===== config.mk =====
export PLATFORM = sky130hd
export DESIGN_NAME = inst_sequencer
export DESIGN_NICKNAME = d
export VERILOG_FILES = /design/src/rtl/fullchip_pkg.sv /design/src/rtl/phase_counter.sv /design/src/rtl/inst_sequencer.sv
export SDC_FILE = /design/constraint.sdc
export NUM_CORES = 1
export LEC_CHECK = 0
export ABC_AREA = 1
export CORE_MARGIN = 8
export CORE_UTILIZATION = 45
export CTS_CLUSTER_SIZE = 14
export DETAILED_ROUTE_END_ITERATION = 10
export GPL_TIMING_DRIVEN = 0
export PLACE_DENSITY = 0.81
export SYNTH_ARGS = -nofsm -noshare
export SYNTH_HDL_FRONTEND = slang
export SYNTH_SLANG_ARGS = --single-unit

===== constraint.sdc =====
create_clock -name clk -period 4.51 [get_ports clk]
set_clock_uncertainty 0.1 [all_clocks]
set_input_delay 1.1275 -clock clk [delete_from_list [all_inputs] [get_ports clk]]
set_output_delay 1.1275 -clock clk [all_outputs]
set_load 0.05 [all_outputs]

===== src/rtl/fullchip_pkg.sv =====
// Shared definitions for the fullchip instruction sequencer: the bit layout
// of the 19-bit instruction word and the sequencer state encoding.
package fullchip_pkg;

  localparam int INST_W   = 19;
  localparam int DIV      = 18;
  localparam int ACC      = 17;
  localparam int OFIFO_RD = 16;
  localparam int QKADD_HI = 15;
  localparam int QKADD_LO = 12;
  localparam int PADD_HI  = 11;
  localparam int PADD_LO  = 8;
  localparam int EXEC     = 7;
  localparam int LOAD     = 6;
  localparam int QRD      = 5;
  localparam int QWR      = 4;
  localparam int KRD      = 3;
  localparam int KWR      = 2;
  localparam int PRD      = 1;
  localparam int PWR      = 0;

  // Phase counter width covers idle_gap up to 255 and col+1 up to 17.
  localparam int CNT_W  = 8;
  // Address index width; sizes are capped at 16 so 4 bits never wrap.
  localparam int ADDR_W = 4;

  typedef enum logic [3:0] {
    S_IDLE,
    S_QWR,
    S_GAP_Q,
    S_KWR,
    S_GAP_K,
    S_LOAD,
    S_GAP_L,
    S_EXEC,
    S_GAP_E,
    S_DRAIN,
    S_DONE
  } seq_state_e;

endpackage


===== src/rtl/phase_counter.sv =====
// Loadable down-counter with terminal flag. Sequences the fixed-length
// gap states and the load phase. Load takes priority over decrement and the
// count saturates at zero.
module phase_counter #(
  parameter int W = 8
) (
  input  logic         clk_i,
  input  logic         reset_i,
  input  logic         load_i,
  input  logic [W-1:0] load_val_i,
  input  logic         dec_i,
  output logic [W-1:0] cnt_o,
  output logic         tc_o
);

  logic [W-1:0] cnt_q;

  // Remaining-cycle count: reload on phase entry, else count down to zero.
  always_ff @(posedge clk_i or posedge reset_i) begin
    if (reset_i)                    cnt_q <= '0;
    else if (load_i)                cnt_q <= load_val_i;
    else if (dec_i && cnt_q != '0)  cnt_q <= cnt_q - 1'b1;
  end

  assign cnt_o = cnt_q;
  assign tc_o  = (cnt_q == '0);

endmodule


===== src/rtl/inst_sequencer.sv =====
// Autonomous instruction generator for the fullchip top. Collects Q then K
// rows from a host valid/ready stream, then replays the fixed run:
// K load, execute, and ofifo-to-pmem drain, with fixed idle gaps between.
module inst_sequencer
  import fullchip_pkg::*;
#(
  parameter int bw          = 8,
  parameter int pr          = 8,
  parameter int col         = 8,
  parameter int total_cycle = 8,
  parameter int idle_gap    = 10
) (
  input  logic               clk,
  input  logic               reset,
  input  logic               start,
  input  logic               in_valid,
  output logic               in_ready,
  input  logic [pr*bw-1:0]   in_data,
  output logic [pr*bw-1:0]   mem_in,
  output logic [INST_W-1:0]  inst,
  output logic               busy,
  output logic               done
);

  // Address fields are 4 bits wide, so sizes beyond 16 would wrap silently.
  if (col < 1 || col > 16) begin : g_bad_col
    $error("inst_sequencer: col must be in 1..16");
  end
  if (total_cycle < 1 || total_cycle > 16) begin : g_bad_tc
    $error("inst_sequencer: total_cycle must be in 1..16");
  end
  if (idle_gap < 1 || idle_gap > 254) begin : g_bad_gap
    $error("inst_sequencer: idle_gap must be in 1..254");
  end

  // Counter reload values are "cycles in phase minus one".
  localparam logic [CNT_W-1:0]  LD_GAPQ = '0;
  localparam logic [CNT_W-1:0]  LD_GAPK = CNT_W'(2);
  localparam logic [CNT_W-1:0]  LD_LOAD = CNT_W'(col + 1);
  localparam logic [CNT_W-1:0]  LD_GAPL = CNT_W'(idle_gap - 1);
  localparam logic [CNT_W-1:0]  LD_GAPE = CNT_W'(idle_gap);
  localparam logic [ADDR_W-1:0] Q_LAST  = ADDR_W'(total_cycle - 1);
  localparam logic [ADDR_W-1:0] K_LAST  = ADDR_W'(col - 1);

  seq_state_e           state_q;
  logic [ADDR_W-1:0]    idx_q;
  logic [INST_W-1:0]    inst_q;
  logic [pr*bw-1:0]     mem_q;
  logic                 busy_q;
  logic                 done_q;

  logic                 pc_load_d;
  logic [CNT_W-1:0]     pc_val_d;
  logic                 pc_dec_d;
  logic [CNT_W-1:0]     pc_cnt;
  logic                 pc_tc;
  logic                 accept;

  assign in_ready = (state_q == S_QWR) || (state_q == S_KWR);
  assign accept   = in_valid && in_ready;

  phase_counter #(.W(CNT_W)) u_phase_cnt (
    .clk_i      (clk),
    .reset_i    (reset),
    .load_i     (pc_load_d),
    .load_val_i (pc_val_d),
    .dec_i      (pc_dec_d),
    .cnt_o      (pc_cnt),
    .tc_o       (pc_tc)
  );

  // Phase counter control: load the next timed phase on the leaving edge,
  // count down while inside a timed phase.
  always_comb begin
    pc_load_d = 1'b0;
    pc_val_d  = '0;
    pc_dec_d  = 1'b0;
    case (state_q)
      S_QWR:   if (accept && idx_q == Q_LAST) begin pc_load_d = 1'b1; pc_val_d = LD_GAPQ; end
      S_KWR:   if (accept && idx_q == K_LAST) begin pc_load_d = 1'b1; pc_val_d = LD_GAPK; end
      S_GAP_K: if (pc_tc) begin pc_load_d = 1'b1; pc_val_d = LD_LOAD; end else pc_dec_d = 1'b1;
      S_LOAD:  if (pc_tc) begin pc_load_d = 1'b1; pc_val_d = LD_GAPL; end else pc_dec_d = 1'b1;
      S_GAP_L: pc_dec_d = 1'b1;
      S_EXEC:  if (idx_q == Q_LAST) begin pc_load_d = 1'b1; pc_val_d = LD_GAPE; end
      S_GAP_E: pc_dec_d = 1'b1;
      default: ;
    endcase
  end

  // Main FSM with registered instruction, data, busy and done outputs.
  // inst defaults to zero every cycle; each state ORs in its fields.
  always_ff @(posedge clk or posedge reset) begin
    if (reset) begin
      state_q <= S_IDLE;
      idx_q   <= '0;
      inst_q  <= '0;
      mem_q   <= '0;
      busy_q  <= 1'b0;
      done_q  <= 1'b0;
    end else begin
      inst_q <= '0;
      done_q <= 1'b0;
      case (state_q)
        // The done_q guard rejects a start raised while done is showing.
        S_IDLE: if (start && !done_q) begin
          state_q <= S_QWR;
          busy_q  <= 1'b1;
          idx_q   <= '0;
        end
        S_QWR: if (accept) begin
          inst_q[QWR]               <= 1'b1;
          inst_q[QKADD_HI:QKADD_LO] <= idx_q;
          mem_q                     <= in_data;
          if (idx_q == Q_LAST) begin
            idx_q   <= '0;
            state_q <= S_GAP_Q;
          end else begin
            idx_q <= idx_q + 1'b1;
          end
        end
        S_GAP_Q: state_q <= S_KWR;
        S_KWR: if (accept) begin
          inst_q[KWR]               <= 1'b1;
          inst_q[QKADD_HI:QKADD_LO] <= idx_q;
          mem_q                     <= in_data;
          if (idx_q == K_LAST) begin
            idx_q   <= '0;
            state_q <= S_GAP_K;
          end else begin
            idx_q <= idx_q + 1'b1;
          end
        end
        S_GAP_K: if (pc_tc) state_q <= S_LOAD;
        // First (count = col+1) and last (count = 0) load cycles carry no read.
        S_LOAD: begin
          inst_q[LOAD] <= 1'b1;
          if (!pc_tc && pc_cnt != LD_LOAD) begin
            inst_q[KRD]               <= 1'b1;
            inst_q[QKADD_HI:QKADD_LO] <= idx_q;
            idx_q                     <= idx_q + 1'b1;
          end
          if (pc_tc) begin
            idx_q   <= '0;
            state_q <= S_GAP_L;
          end
        end
        S_GAP_L: if (pc_tc) state_q <= S_EXEC;
        S_EXEC: begin
          inst_q[EXEC]              <= 1'b1;
          inst_q[QRD]               <= 1'b1;
          inst_q[QKADD_HI:QKADD_LO] <= idx_q;
          if (idx_q == Q_LAST) begin
            idx_q   <= '0;
            state_q <= S_GAP_E;
          end else begin
            idx_q <= idx_q + 1'b1;
          end
        end
        S_GAP_E: if (pc_tc) state_q <= S_DRAIN;
        S_DRAIN: begin
          inst_q[OFIFO_RD]        <= 1'b1;
          inst_q[PWR]             <= 1'b1;
          inst_q[PADD_HI:PADD_LO] <= idx_q;
          if (idx_q == Q_LAST) begin
            idx_q   <= '0;
            state_q <= S_DONE;
          end else begin
            idx_q <= idx_q + 1'b1;
          end
        end
        S_DONE: begin
          done_q  <= 1'b1;
          busy_q  <= 1'b0;
          state_q <= S_IDLE;
        end
        default: state_q <= S_IDLE;
      endcase
    end
  end

  assign inst   = inst_q;
  assign mem_in = mem_q;
  assign busy   = busy_q;
  assign done   = done_q;

endmodule


* Yosys cells after proc, flatten, opt, wreduce, memory -nomap -nowiden
Index checks and enable logic that the tools add are counted.
** Cells by class
- $add $sub $neg :: 2
- Equality and inequality tests :: 25
- Reduce and logical (&&, ||, !) cells :: 22
- Multiplexer cells :: 45
** Operator list (count)
- 2-to-1 mux 4 bit :: 21
- case mux 4 bit (10 select lines) :: 1
- case mux 4 bit (3 select lines) :: 2
- equality test 4 x 3 -> 1 bit (second input constant) :: 5
- != test 2 bit (second input constant) :: 9
- 2-to-1 mux 8 bit :: 2
- case mux 4 bit (4 select lines) :: 1
- 2-to-1 mux 1 bit :: 14
- equality test 4 bit (second input constant) :: 3
- AND reduction 11 bit :: 1
- equality test 4 x 2 -> 1 bit (second input constant) :: 2
- logical NOT 8 bit :: 1
- != test 8 x 4 -> 1 bit (second input constant) :: 1
- nonzero test 8 bit :: 1
- OR reduction 2 bit :: 4
- subtractor 8 x 1 -> 8 bit (second input constant) :: 1
- != test 2 x 1 -> 1 bit (second input constant) :: 3
- logical AND 1 bit :: 5
- adder 4 x 1 -> 4 bit (second input constant) :: 1
- equality test 4 x 1 -> 1 bit (second input constant) :: 1
- logical NOT 4 bit :: 1
- case mux 1 bit (2 select lines) :: 2
- AND reduction 2 bit :: 2
- AND reduction 4 bit :: 1
- other kinds (7) :: 9
** Word-level totals
- Output and inout port bits :: 86
- Bits in registers :: 98
- Bits of input ports :: 68

* Logic depth before layout (Yosys ltp)
- Depth in word-level cells :: 7
- Gate-level depth with buffers :: 10
- Depth with buffers taken out :: 10

* Modules after synthesis
Synthesis repeated with hierarchy kept, for this count alone.
** Unflattened totals
- Cell total of the unflattened synthesis :: 543
- Area total of the unflattened synthesis :: 4385.5 µm²
** By module, submodules not included
- inst_sequencer :: cells an instance 452, area each 3761.1 µm², times used 1, sequential area each 2202.1 µm²
- phase_counter :: cells an instance 91, area each 624.3 µm², times used 1, sequential area each 200.2 µm²

* Worst setup path before layout
OpenSTA, ideal clock, no wires.
- Path kind :: reg-to-output
- From :: reg state_q[3]
- To :: out in_ready
- Stages on the path, launching flop included :: 4
- Slack :: 2329 ps
- Data arrival time :: 954 ps
- Cells stage by stage :: dfrtp_1 > nor2_2 > nand2_1 > inv_1
** Between the ends
- Word-level cells in the longest chain between the ends :: 2
** RTL lines
- start: declaration :: RTL line inst_sequencer.sv:45 : seq_state_e state_q;
- start signal: assignment :: RTL line inst_sequencer.sv:94 : state_q <= S_IDLE;
- start signal: assignment :: RTL line inst_sequencer.sv:106 : state_q <= S_QWR;
- start signal: assignment :: RTL line inst_sequencer.sv:116 : state_q <= S_GAP_Q;
- equality test 4 x 1 -> 1 bit / equality test 4 x 2 -> 1 bit (equally long branches) :: RTL line inst_sequencer.sv:59 : assign in_ready = (state_q == S_QWR) || (state_q == S_KWR);
- logical OR 1 bit * :: RTL line inst_sequencer.sv:59
- end: declaration :: RTL line inst_sequencer.sv:17 : output logic in_ready,
Mark *: on every way between the ends. The rest lies on a longest branch, timed or not.

* Final worst setup path
- From :: reg state_q[2]
- To :: out in_ready
The elaborated chain is that of the path after synthesis.

==> qor.yml <==
clock_tree:
  htree_levels: 3
  post_cts_buffers: 0
  cts_tree: "built"
  cts.clk_slew.worst_paths_ps: 90
  cts_sinks: 96
  cts_resized: 0
  cts_hold_buf: 0
  numCtsBuffers: 9
  clock-root-buffer: "clkbuf_8"
  cts.path.max_buffers: 2
  clk_latency_ps: 360
logic_synthesis:
  synth_area_leader_cell: "dfrtp_1"
  async_reset_ff_frac: 1.00
  syn-instance-count: 516
  yosysSeqAreaShare: 0.565
  post-synth-top-count-cell: "nand2_1"
  synthFlopType: "dfrtp_1"
  synth_edf_count: 0
  yosysUniqueCellTypes: 29
  synth_area_leaders: "dfrtp_1, nand2_1, nor2_1, inv_1, buf_4"
  syn_area_um2: 4250
  ys_ff_latch: 96
  ys_warn_count: 0
  synth_area_per_cell_um2: 8.24
  yosysTopAreaCellShare: 0.565
  ys_top_cells_by_count: "nand2_1, dfrtp_1, nor2_1"
timing:
  tightest_slew_ps: 553
  timing.final.max_slew_violations: 0
  fin_crit_ps: 3190
  fin_setup_tns_ps: 0
  hold_viol: 0
  max_freq_mhz: 313
  setup_viol: 0
  fin_crit_sh: 0.708
  maxSlewHeadroom: 0.630
  rsz0062_at_grt: "no"
placement:
  dpl.cell_count: 780
  hpwl_um: 9220
  place_congestion: 0.893
  place.port_buffers: 150
drt:
  vias_per_cell: 4.79
  dr_wl_met3_um: 983
  wl_met2_um: 5750
  top_layer: "met4"
  vias: 3807
  wl_per_cell_um: 14.9
  totalWireLength_um: 11900
  m1WireLength_um: 4960
  dr.pass1.iters: 4
  drtAntennaViolNets: 0
  drc: 0
  drt_iter0_drc: 304
critical_path:
  worstSetupStartpoint: "state_q[2]$_DFFE_PP0P_"
  required_ps: 3280
  arrival_ps: 1970
  reg2reg_slack_ps: 2680
  reg2reg_depth: 9
  worstSetupStartpointType: "flip-flop"
  r2r-end: "u_phase_cnt.cnt_o[0]$_DFFE_PP0P_"
  endpoint_kind: "output pin"
  reg2reg_from: "idx_q[0]$_DFFE_PP0P_"
  crit_path_max_fanout: 6
  worst-setup-path-type: "reg2out"
cells_and_area:
  final_nets: 752
  antenna_cells: 0
  syn_to_final_growth_pct: 44.0
  drive_gt1_frac: 0.0877
  instances_no_fill: 795
hold_path:
  min_path_type: "reg2reg"
  min_from: "mem_in[5]$_DFFE_PP0P_"
  worstHoldPathCells: 2
  holdPathEnd: "mem_in[5]$_DFFE_PP0P_"
run:
  drv_cap: 0
die:
  die_area_um2: 12800
  die_width_um: 113
  io_pins: 154
  core_area_um2: 9200
  initial_core_util: 0.462
  die_h_um: 113
  rows: 35
global_routing:
  overflow: 0
  antenna_found_initial: 0
  grt_pass1_vias: 3900
  grt_pass1_wl_um: 19500
  grt_start_max_net_pins: 57
  track_usage: 0.189
pwr:
  power.share.combinational: 0.595
  pwr-share-clk: 0.115
  power_density_nw_per_um2: 804
  power_mw: 4.92
  total_leakage_power_nw: 3.14
  switchingPower_mw: 2.52
  ir_worst_vdd_mv: 0.481
  p_seq_frac: 0.290
  p_sw_frac: 0.511
  power.internal_mw: 2.41
outcome:
  status: "finished, final reports clean"
==> cell usage in the layout, fill, tap and decap left out, types with 3 or more instances in the layout <==
cell type        netlist  final
nand2_1              262    262
clkdlybuf4s50_1        0    150
dfrtp_1               96     96
nor2_1                38     38
inv_1                 30     29
nand3_1               20     20
buf_4                 14     14
clkbuf_8               0      9
o21ai_0                7      7
nand4_1                6      6
nor2_2                 5      5
buf_2                  4      4
nand2_2                4      4
ha_1                   4      4
nand3_2                3      3
inv_2                  3      3
clkbuf_1               2      3
conb_1                 1      3
==> through the flow <==
step                area [um2]  worst slack [ps]  hold WS [ps]  utilization
floorplan                 4260               777           364            -
finish                    6120              1320           385        0.666
CTS                       6120              1300           387        0.666
global placement          5900              -617           361        0.642
global route              6120              1240           408        0.666
detailed placement        5930              1720           364        0.645
==> registers in the layout, summed over array words and instances (netlist names) <==
register	count
busy	1
done	1
inst	14
idx_q	4
state_q	4
u_phase_cnt.cnt_o	8
mem_in	64
==> cell type report <==
type | instances | area [um2]
well taps | 111 | 139
plain buffers | 21 | 144
flip-flops and latches | 96 | 2400
repair buffers | 151 | 1530
clock inverters | 5 | 65.1
inverters | 34 | 133
fillers | 744 | 3070
clock buffers | 10 | 128
multi-input cells | 367 | 1580
==> power by group through the flow <==
stage / clock network, mW / logic [mW] / registers, mW
6_report: 0.565 / 2.93 / 1.43
5_1_grt: 0.614 / 3.15 / 1.47
4_1_cts: 0.579 / 2.95 / 1.43
3_5_place_dp: 0 / 2.93 / 1.44
3_3_place_gp: 0 / 2.87 / 1.43
2_1_floorplan: 0 / 0.969 / 2.43
==> worst max path at each step <==
stage	endpoint	slack, ps
6_report	in_ready	1320
5_1_grt	in_ready	1240
4_1_cts	in_ready	1300
3_5_place_dp	in_ready	1720
3_3_place_gp	mem_in[6]$_DFFE_PP0P_	-620
2_1_floorplan	busy$_DFFE_PP0P_	780
==> layer usage <==
layer | vias to the layer above | global-route usage
li1 | 1889 | -
met1 | 1776 | 0.218
met2 | 124 | 0.329
met3 | 18 | 0.0586
met4 | 0 | 0.0604
met5 | - | 0
==> critical path, cell delays in order, from the launching register on <==
cell and delay (ps):
dfrtp_1 470, nor2_2 190, nand2_1 60, inv_1 70
clkdlybuf4s50_1 810
==> cells by family (layout without fill, tap and decap cells) <==
family	count (synthesis)	count (layout)	share of synthesized area
AND/OR/NAND/NOR	344	344	0.334
flip-flops	96	96	0.565
buffers and inverters	55	221	0.0644
AO/OA/AOI/OAI	16	16	0.0238
adder cells (fa/ha/maj)	4	4	0.0118
other	1	3	0.000882
Note: power is estimated with default switching activity, not from simulation.
